--- src/rtl/axis_quad_rx_merger_pkg.sv ---
// Shared types and constants for the four-lane receive stream merger.
package axis_quad_rx_merger_pkg;

    typedef enum logic {MERGE_IDLE, MERGE_BUSY} merge_state_t;

    localparam int NUM_QSGMII_LANES = 4;
    localparam int LANE_W           = 2;

    // Lane visited at position 'step' of the round-robin scan after 'last'.
    function automatic logic [LANE_W-1:0] rr_lane(input logic [LANE_W-1:0] last, input int step);
        return last + LANE_W'(step);
    endfunction

endpackage

--- src/rtl/axis_merger_out_reg.sv ---
// Two-entry output skid register; push_ready depends only on local state, never on pop_ready.
module axis_merger_out_reg #(
    parameter int WIDTH = 8
) (
    input  logic             clk,
    input  logic             rst_n,
    input  logic             push_valid,
    input  logic [WIDTH-1:0] push_data,
    output logic             push_ready,
    output logic             pop_valid,
    output logic [WIDTH-1:0] pop_data,
    input  logic             pop_ready
);

    logic             main_valid_reg, skid_valid_reg;
    logic [WIDTH-1:0] main_data_reg, skid_data_reg;
    logic             main_free, push;

    assign main_free  = !main_valid_reg || pop_ready;
    assign push       = push_valid && !skid_valid_reg;
    assign push_ready = !skid_valid_reg;
    assign pop_valid  = main_valid_reg;
    assign pop_data   = main_data_reg;

    always_ff @(posedge clk or negedge rst_n) begin
        if (!rst_n) begin
            main_valid_reg <= 1'b0;
            skid_valid_reg <= 1'b0;
        end else if (main_free) begin
            if (skid_valid_reg) begin
                main_valid_reg <= 1'b1;
                skid_valid_reg <= 1'b0;
            end else begin
                main_valid_reg <= push;
            end
        end else if (push) begin
            skid_valid_reg <= 1'b1;
        end
    end

    // Payload registers carry no reset: they are only observed behind a valid flag.
    always_ff @(posedge clk) begin
        if (main_free) begin
            if (skid_valid_reg) begin
                main_data_reg <= skid_data_reg;
            end else if (push) begin
                main_data_reg <= push_data;
            end
        end else if (push) begin
            skid_data_reg <= push_data;
        end
    end

endmodule

--- src/rtl/axis_quad_rx_merger.sv ---
// Packet-atomic round-robin merge of four lane streams into one, tagging beats with tid.
// Optional per-lane completed-frame counters are built when QUAD_MERGER_STATS_EN is defined.
module axis_quad_rx_merger
    import axis_quad_rx_merger_pkg::*;
#(
    parameter int DATA_WIDTH = 32,
    parameter int USER_WIDTH = 1,
    parameter int STAT_WIDTH = 32
) (
    input  logic                                              clk,
    input  logic                                              rst_n,
    input  logic [NUM_QSGMII_LANES-1:0]                       rx_tvalid,
    output logic [NUM_QSGMII_LANES-1:0]                       rx_tready,
    input  logic [NUM_QSGMII_LANES-1:0][DATA_WIDTH-1:0]       rx_tdata,
    input  logic [NUM_QSGMII_LANES-1:0][DATA_WIDTH/8-1:0]     rx_tkeep,
    input  logic [NUM_QSGMII_LANES-1:0][USER_WIDTH-1:0]       rx_tuser,
    input  logic [NUM_QSGMII_LANES-1:0]                       rx_tlast,
    output logic                                              out_tvalid,
    input  logic                                              out_tready,
    output logic [DATA_WIDTH-1:0]                             out_tdata,
    output logic [DATA_WIDTH/8-1:0]                           out_tkeep,
    output logic [USER_WIDTH-1:0]                             out_tuser,
    output logic                                              out_tlast,
    output logic [LANE_W-1:0]                                 out_tid
`ifdef QUAD_MERGER_STATS_EN
    ,
    output logic [NUM_QSGMII_LANES-1:0][STAT_WIDTH-1:0]       frame_count
`endif
);

    localparam int PAYLOAD_W = LANE_W + 1 + USER_WIDTH + DATA_WIDTH/8 + DATA_WIDTH;

    merge_state_t          state_reg, state_next;
    logic [LANE_W-1:0]     last_grant_reg, last_grant_next;
    logic                  sel_valid, sel_last, out_ready, accept, found;
    logic [PAYLOAD_W-1:0]  sel_payload, out_payload;

    // In BUSY, last_grant_reg is the lane currently owning the output.
    assign sel_valid   = (state_reg == MERGE_BUSY) && rx_tvalid[last_grant_reg];
    assign sel_last    = rx_tlast[last_grant_reg];
    assign accept      = sel_valid && out_ready;
    assign sel_payload = {last_grant_reg, sel_last, rx_tuser[last_grant_reg],
                          rx_tkeep[last_grant_reg], rx_tdata[last_grant_reg]};

    genvar gi;
    generate
        for (gi = 0; gi < NUM_QSGMII_LANES; gi++) begin : g_ready
            assign rx_tready[gi] = (state_reg == MERGE_BUSY) &&
                                   (last_grant_reg == LANE_W'(gi)) && out_ready;
        end
    endgenerate

    always_ff @(posedge clk or negedge rst_n) begin
        if (!rst_n) begin
            state_reg      <= MERGE_IDLE;
            last_grant_reg <= LANE_W'(NUM_QSGMII_LANES - 1);
        end else begin
            state_reg      <= state_next;
            last_grant_reg <= last_grant_next;
        end
    end

    always_comb begin
        state_next      = state_reg;
        last_grant_next = last_grant_reg;
        found           = 1'b0;
        case (state_reg)
            MERGE_IDLE: begin
                for (int i = 1; i <= NUM_QSGMII_LANES; i++) begin
                    if (!found && rx_tvalid[rr_lane(last_grant_reg, i)]) begin
                        found           = 1'b1;
                        last_grant_next = rr_lane(last_grant_reg, i);
                        state_next      = MERGE_BUSY;
                    end
                end
            end
            MERGE_BUSY: begin
                if (accept && sel_last) begin
                    state_next = MERGE_IDLE;
                end
            end
            default: state_next = MERGE_IDLE;
        endcase
    end

    axis_merger_out_reg #(
        .WIDTH(PAYLOAD_W)
    ) u_out_reg (
        .clk       (clk),
        .rst_n     (rst_n),
        .push_valid(sel_valid),
        .push_data (sel_payload),
        .push_ready(out_ready),
        .pop_valid (out_tvalid),
        .pop_data  (out_payload),
        .pop_ready (out_tready)
    );

    assign {out_tid, out_tlast, out_tuser, out_tkeep, out_tdata} = out_payload;

`ifdef QUAD_MERGER_STATS_EN
    generate
        for (gi = 0; gi < NUM_QSGMII_LANES; gi++) begin : g_stats
            logic [STAT_WIDTH-1:0] count_reg;
            always_ff @(posedge clk or negedge rst_n) begin
                if (!rst_n) begin
                    count_reg <= '0;
                end else if (accept && sel_last && (last_grant_reg == LANE_W'(gi))) begin
                    count_reg <= count_reg + 1'b1;
                end
            end
            assign frame_count[gi] = count_reg;
        end
    endgenerate
`else
    logic unused_stat_width;
    assign unused_stat_width = (STAT_WIDTH > 0);
`endif

endmodule
--- config.mk ---
export PLATFORM = sky130hd
export DESIGN_NAME = axis_quad_rx_merger
export DESIGN_NICKNAME = d
export VERILOG_FILES = /design/src/rtl/axis_quad_rx_merger_pkg.sv /design/src/rtl/axis_merger_out_reg.sv /design/src/rtl/axis_quad_rx_merger.sv
export SDC_FILE = /design/constraint.sdc
export NUM_CORES = 1
export LEC_CHECK = 0
export CAP_MARGIN = 20
export CORE_UTILIZATION = 41
export CTS_CLUSTER_DIAMETER = 120
export DETAILED_ROUTE_END_ITERATION = 16
export HOLD_SLACK_MARGIN = 0.02
export PLACE_DENSITY = 0.84
export SLEW_MARGIN = 20
export SYNTH_ARGS = -nofsm -noshare
export SYNTH_HDL_FRONTEND = slang
export SYNTH_SLANG_ARGS = --single-unit
--- constraint.sdc ---
create_clock -name clk -period 4.3 [get_ports clk]
set_input_delay 0.43 -clock clk [delete_from_list [all_inputs] [get_ports clk]]
set_output_delay 0.43 -clock clk [all_outputs]
set_load 0.02 [all_outputs]
After elaboration in Yosys (flattened, before gate mapping)
Cells that the tools add are included.
{ "totals": {"reg_bits": 85, "out_inout_bits": 45, "inputBits": 159, "wordCells": 81} }
{ "classes": {"n_bitwise": 3, "order_cmp": 4, "eq_ne": 3, "muxes": 35, "reduce_logical": 27, "addsub": 3} }
{ "op_table": {"columns": ["op", "n"], "rows": [
  ["$mux W40", 2],
  ["$bmux W32 S2", 1],
  ["$mux W32", 1],
  ["$mux W1", 19],
  ["$logic_and A1 B1 Y1", 14],
  ["$bmux W1 S2", 6],
  ["$lt A2 B3 Y1 const B", 4],
  ["$bmux W4 S2", 1],
  ["$mux W2", 3],
  ["$logic_not A1 Y1", 5],
  ["$add A2 B2 Y2 const B", 2],
  ["$eq A2 B2 Y1 const B", 2],
  ["$mux W4", 1],
  ["$reduce_and A2 Y1", 2],
  ["$reduce_bool A2 Y1", 2],
  ["$not A1 Y1", 3],
  ["$reduce_and A3 Y1", 1],
  ["$reduce_bool A3 Y1", 1],
  ["$add A2 B1 Y2 const B", 1],
  ["$eq A2 B1 Y1 const B", 1],
  ["$logic_not A2 Y1", 1],
  ["$pmux W1 S2", 1],
  ["$logic_or A1 B1 Y1", 1]
]} }

Longest topological paths before layout
{ "depth": {"word_depth": 17, "ltp_mapped": 9, "mapped_depth_nobuf": 6} }

Hierarchy
A second synthesis with hierarchy kept.
{ "unflattened": {"cells_unflattened": 218, "area_unflattened_um2": 4444.3} }
{ "by_module_without_submodules": {"columns": ["module", "instances", "area_per_inst_um2", "seq_area_each_um2", "cells_each"], "rows": [
  ["axis_merger_out_reg", 1, 3156.8, 2452.4, 134],
  ["axis_quad_rx_merger", 1, 1287.5, 77.6, 84]
]} }

Least setup slack after synthesis
Ideal clock, no wire load.
{ "synth_path": {"path_kind": "register -> register", "start": "reg last_grant_reg[0]", "end": "reg u_out_reg.main_data_reg[0] (netlist: u_out_reg.pop_data[0]) (enable)", "setup_time_ns": 0.437, "path_slack_ns": 0.875, "path_buffers": 2, "path_stages_with_launch": 6, "arrival_time_ns": 2.987, "synth_period_minus_slack_ns": 3.425, "required_ns": 3.863, "path_cell_list": "dfstp_2 buf_6 buf_2 mux4_2 a21oi_1 nor2_1"} }
{ "synth_via": {"elab_chain_len": 6} }
{ "synth_lines": {"columns": ["item", "line_no", "text"], "rows": [
  ["start, declared", "axis_quad_rx_merger.sv:34", "logic [LANE_W-1:0] last_grant_reg, last_grant_next;"],
  ["start signal, assigned", "axis_quad_rx_merger.sv:56", "last_grant_reg <= LANE_W'(NUM_QSGMII_LANES - 1);"],
  ["start signal, assigned", "axis_quad_rx_merger.sv:59", "last_grant_reg <= last_grant_next;"],
  ["$bmux W1 S2", "axis_quad_rx_merger.sv:39", "assign sel_valid = (state_reg == MERGE_BUSY) && rx_tvalid[last_grant_reg];"],
  ["$mux W1 (not written as such)", "axis_quad_rx_merger.sv:39", null],
  ["$logic_and A1 B1 Y1", "axis_quad_rx_merger.sv:39", null],
  ["$logic_and A1 B1 Y1", "axis_merger_out_reg.sv:20", "assign push = push_valid && !skid_valid_reg;"],
  ["$reduce_bool A2 Y1 (no source line)", null, null],
  ["$reduce_and A2 Y1 (no source line)", null, null],
  ["end signal, assigned", "axis_merger_out_reg.sv:45", "main_data_reg <= skid_data_reg;"],
  ["end signal, assigned", "axis_merger_out_reg.sv:47", "main_data_reg <= push_data;"],
  ["end, declared", "axis_merger_out_reg.sv:16", "logic [WIDTH-1:0] main_data_reg, skid_data_reg;"]
]} }
No other way between the ends. The select of a mux whose other input is x is not followed.
A chain may end at the register's enable or synchronous reset.

Worst setup path in the final report
{ "layout_path": {"start": "reg last_grant_reg[1]", "end": "out rx_tready[3]"} }
{ "layout_via": {"elab_chain_len": 3} }
{ "layout_lines": {"columns": ["item", "line_no", "text"], "rows": [
  ["$eq A2 B2 Y1", "axis_quad_rx_merger.sv:49", "(last_grant_reg == LANE_W'(gi)) && out_ready;"],
  ["$logic_and A1 B1 Y1", "axis_quad_rx_merger.sv:48", "assign rx_tready[gi] = (state_reg == MERGE_BUSY) &&"],
  ["$logic_and A1 B1 Y1", "axis_quad_rx_merger.sv:49", null],
  ["end, declared", "axis_quad_rx_merger.sv:13", "output logic [NUM_QSGMII_LANES-1:0] rx_tready,"]
]} }
No other way between the ends.

==> metrics.yaml <==
routing:
  dr.first_iter.drc_count: 118
  drc: 0
  vias: 2943
  drt-total-wl_mm: 10.1
  post_drt_wl_per_cell_um: 18.0
  via_per_inst: 5.23
  drtAntennaViolNets: 0
  dr.pass1.iters: 5
status:
  status: "finished, final reports clean"
clock_tree:
  hold_buffers: 0
  clkSinkCount: 85
  clk_latency_ns: 0.34
  cts_tree: "yes"
  numCtsBuffers: 9
  post-cts-setup-buffer-count: 0
  clk_pin_slew_ns: 0.08
  htreeDepth: 3
  clockBufferDepth: 2
  cts_resized: 0
  clockRootBuffer: "clkbuf_8"
placement:
  dp_hpwl_mm: 7.71
  gp_congestion: 0.760
  dp_slack_ns: 1.63
  io_buffers: 203
global_routing:
  overflow: 0
  grtUsageTotal_pct: 19.7
  grt_pass1_vias: 3141
  grt_max_degree: 41
  antenna_found_initial: 0
  grt_first_pass_wirelength_mm: 16.3
worst_hold_path:
  hold_path_class: "in2async"
logic_synthesis:
  syn_nets: 386
  syn_area_sq_mm: 0.00424
  yosys_warnings: 0
  ys_seq_elements: 85
  seq_area_frac_synth_pct: 59.6
  syn_area_per_cell_sq_um: 19.0
  syn_inst: 223
  ys_types: 28
power:
  clkPwrFrac_pct: 12.2
  intPower_mw: 2.88
  power_density_mw_per_mm2: 657
  p_total_mw: 4.34
  combPwrFrac_pct: 49.8
  power.switching_mw: 1.46
  vdd_ir_drop_max_mv: 0.472
  p_leak_nw: 2.24
  seqPwrFrac_pct: 37.9
  swShare_pct: 33.6
critical_path:
  crit_path_start: "last_grant_reg[1]"
  rr_startpoint: "last_grant_reg[0]"
  critPathKind: "reg2out"
  crit_path_start_kind: "register"
  path_cells: "buf_4, ha_1, and2_1, clkdlybuf4s50_1"
  cp_num_cells: 4
  critPathBufInv: 2
  r2r_cells: 6
  worst_setup_path_end_kind: "primary output"
  worstPathRequired_ns: 3.87
  cp_top_family: "buffers and inverters"
  cp-endpoint: "rx_tready[3]"
  critPathMaxStageDelay_ns: 0.74
  r2r_slack_ns: 1.64
  r2r_end: "state_reg"
  worst-path-max-fanout: 32
  slowest_stage: "dfstp_2"
  critPathArrivalTime_ns: 2.54
die:
  chipHeight_um: 104
  pin_count: 204
  die_w_um: 104
  coreArea_sq_mm: 0.00991
  die_area_sq_mm: 0.0108
  start_util_pct: 42.8
  rows: 36
timing:
  max_freq_mhz: 337
  hold_ws_ns: 0.318
  fin_crit_sh_pct: 69.1
  hold_violations: 0
  setup_violations: 0
  maxSlewHeadroom_pct: 34.2
  fin_ws_ns: 1.33
  fin_crit_ns: 2.97
  fin_skew_ns: 0.00980
  worst_pin_slew_ns: 0.988
  rsz0062_at_grt: "no"
  final.setup.tns_ns: 0
  slew_viol_final: 0
final_layout:
  fin_nets: 588
  antennaDiodeCount: 0
  final_util_pct: 66.8
  syn2layout_area_growth_pct: 55.9
  drive_above_1_share_pct: 24.0
flow_run:
  max_cap_violations: 0
==> cell usage after synthesis, drive strengths merged <==
cell type	n	share of area, %
ha	4	1.2
buf	7	0.94
nand2b	1	0.15
nand2	4	0.35
nor4	2	0.29
nor2b	2	0.29
a31oi	2	0.29
clkbuf	9	0.80
and2	4	0.59
edfxtp	80	57
or2	1	0.15
nor2	5	0.44
o22ai	1	0.15
o21ai	3	0.35
o211ai	1	0.18
mux4	42	22
dfrtp	3	1.8
and3	1	0.15
a21oi	3	0.35
o21a	1	0.18
a221o	1	0.24
inv	3	0.27
a22o	2	0.41
dfstp	2	1.2
mux2	39	10
==> worst min-delay path by stage <==
stage	start	to	slack (ns)
2_1_floorplan	rst_n	state_reg	0.13
3_3_place_gp	u_out_reg.skid_data_reg[39]	u_out_reg.pop_data[39]	0.51
3_5_place_dp	u_out_reg.skid_data_reg[39]	u_out_reg.pop_data[39]	0.52
4_1_cts	rst_n	u_out_reg.pop_valid	0.31
5_1_grt	rst_n	u_out_reg.pop_valid	0.31
6_report	rst_n	u_out_reg.pop_valid	0.32
==> layout by cell type, fill, tap and decap left out, drive strengths merged, types with 2 or more instances in the layout <==
| cell | netlist | layout |
|---|---|---|
| a31oi | 2 | 2 |
| inv | 3 | 3 |
| edfxtp | 80 | 80 |
| nor2 | 5 | 5 |
| a22o | 2 | 2 |
| clkbuf | 9 | 11 |
| mux2 | 39 | 39 |
| clkdlybuf4s50 | 0 | 203 |
| dfstp | 2 | 2 |
| nor2b | 2 | 2 |
| dfrtp | 3 | 3 |
| a21oi | 3 | 3 |
| nor4 | 2 | 2 |
| and2 | 4 | 4 |
| buf | 7 | 4 |
| ha | 4 | 4 |
| clkinv | 0 | 3 |
| o21ai | 3 | 3 |
| nand2 | 4 | 4 |
| mux4 | 42 | 42 |
==> power groups by stage <==
stage	registers (mW)	clock network [mW]	logic, mW
finish	1.65	0.531	2.16
global route	1.70	0.575	2.32
CTS	1.66	0.538	2.19
detailed placement	1.68	0	2.18
global placement	1.66	0	2.09
floorplan	1.83	0	1.15
==> kinds of logic (layout without fill, tap and decap cells) <==
kind of cell | count (synthesis) | after routing | synth area share [%]
compound gates | 14 | 14 | 2.15
fa+ha+maj | 4 | 4 | 1.18
buf+inv | 19 | 226 | 2.00
simple gates | 20 | 20 | 2.42
mux | 81 | 81 | 32.6
flops | 85 | 85 | 59.6
==> per-stage QoR <==
step | cells | area [sq um]
6_report | 563 | 6620
5_1_grt | 563 | 6620
4_1_cts | 563 | 6620
3_5_place_dp | 547 | 6430
3_3_place_gp | 546 | 6400
2_1_floorplan | 223 | 4240
==> per-layer routing <==
| layer | GRT usage, % | up-vias | share of wire [%] |
|---|---|---|---|
| met4 | 7.55 | 0 | 1.7 |
| met3 | 3.65 | 12 | 5.3 |
| met5 | 0 | - | 0 |
| met2 | 36.1 | 129 | 55 |
| met1 | 22.9 | 1466 | 38 |
| li1 | - | 1336 | - |
==> layout make-up <==
cell class | count | area (sq um)
clock inverter | 5 | 51.3
sequential | 85 | 2530
multi-input combinational | 119 | 1640
tap | 133 | 166
timing repair buffer | 207 | 2080
fill | 718 | 3290
clock buffer | 11 | 131
inverter | 3 | 11.3
(Power assumes the default switching activity.)
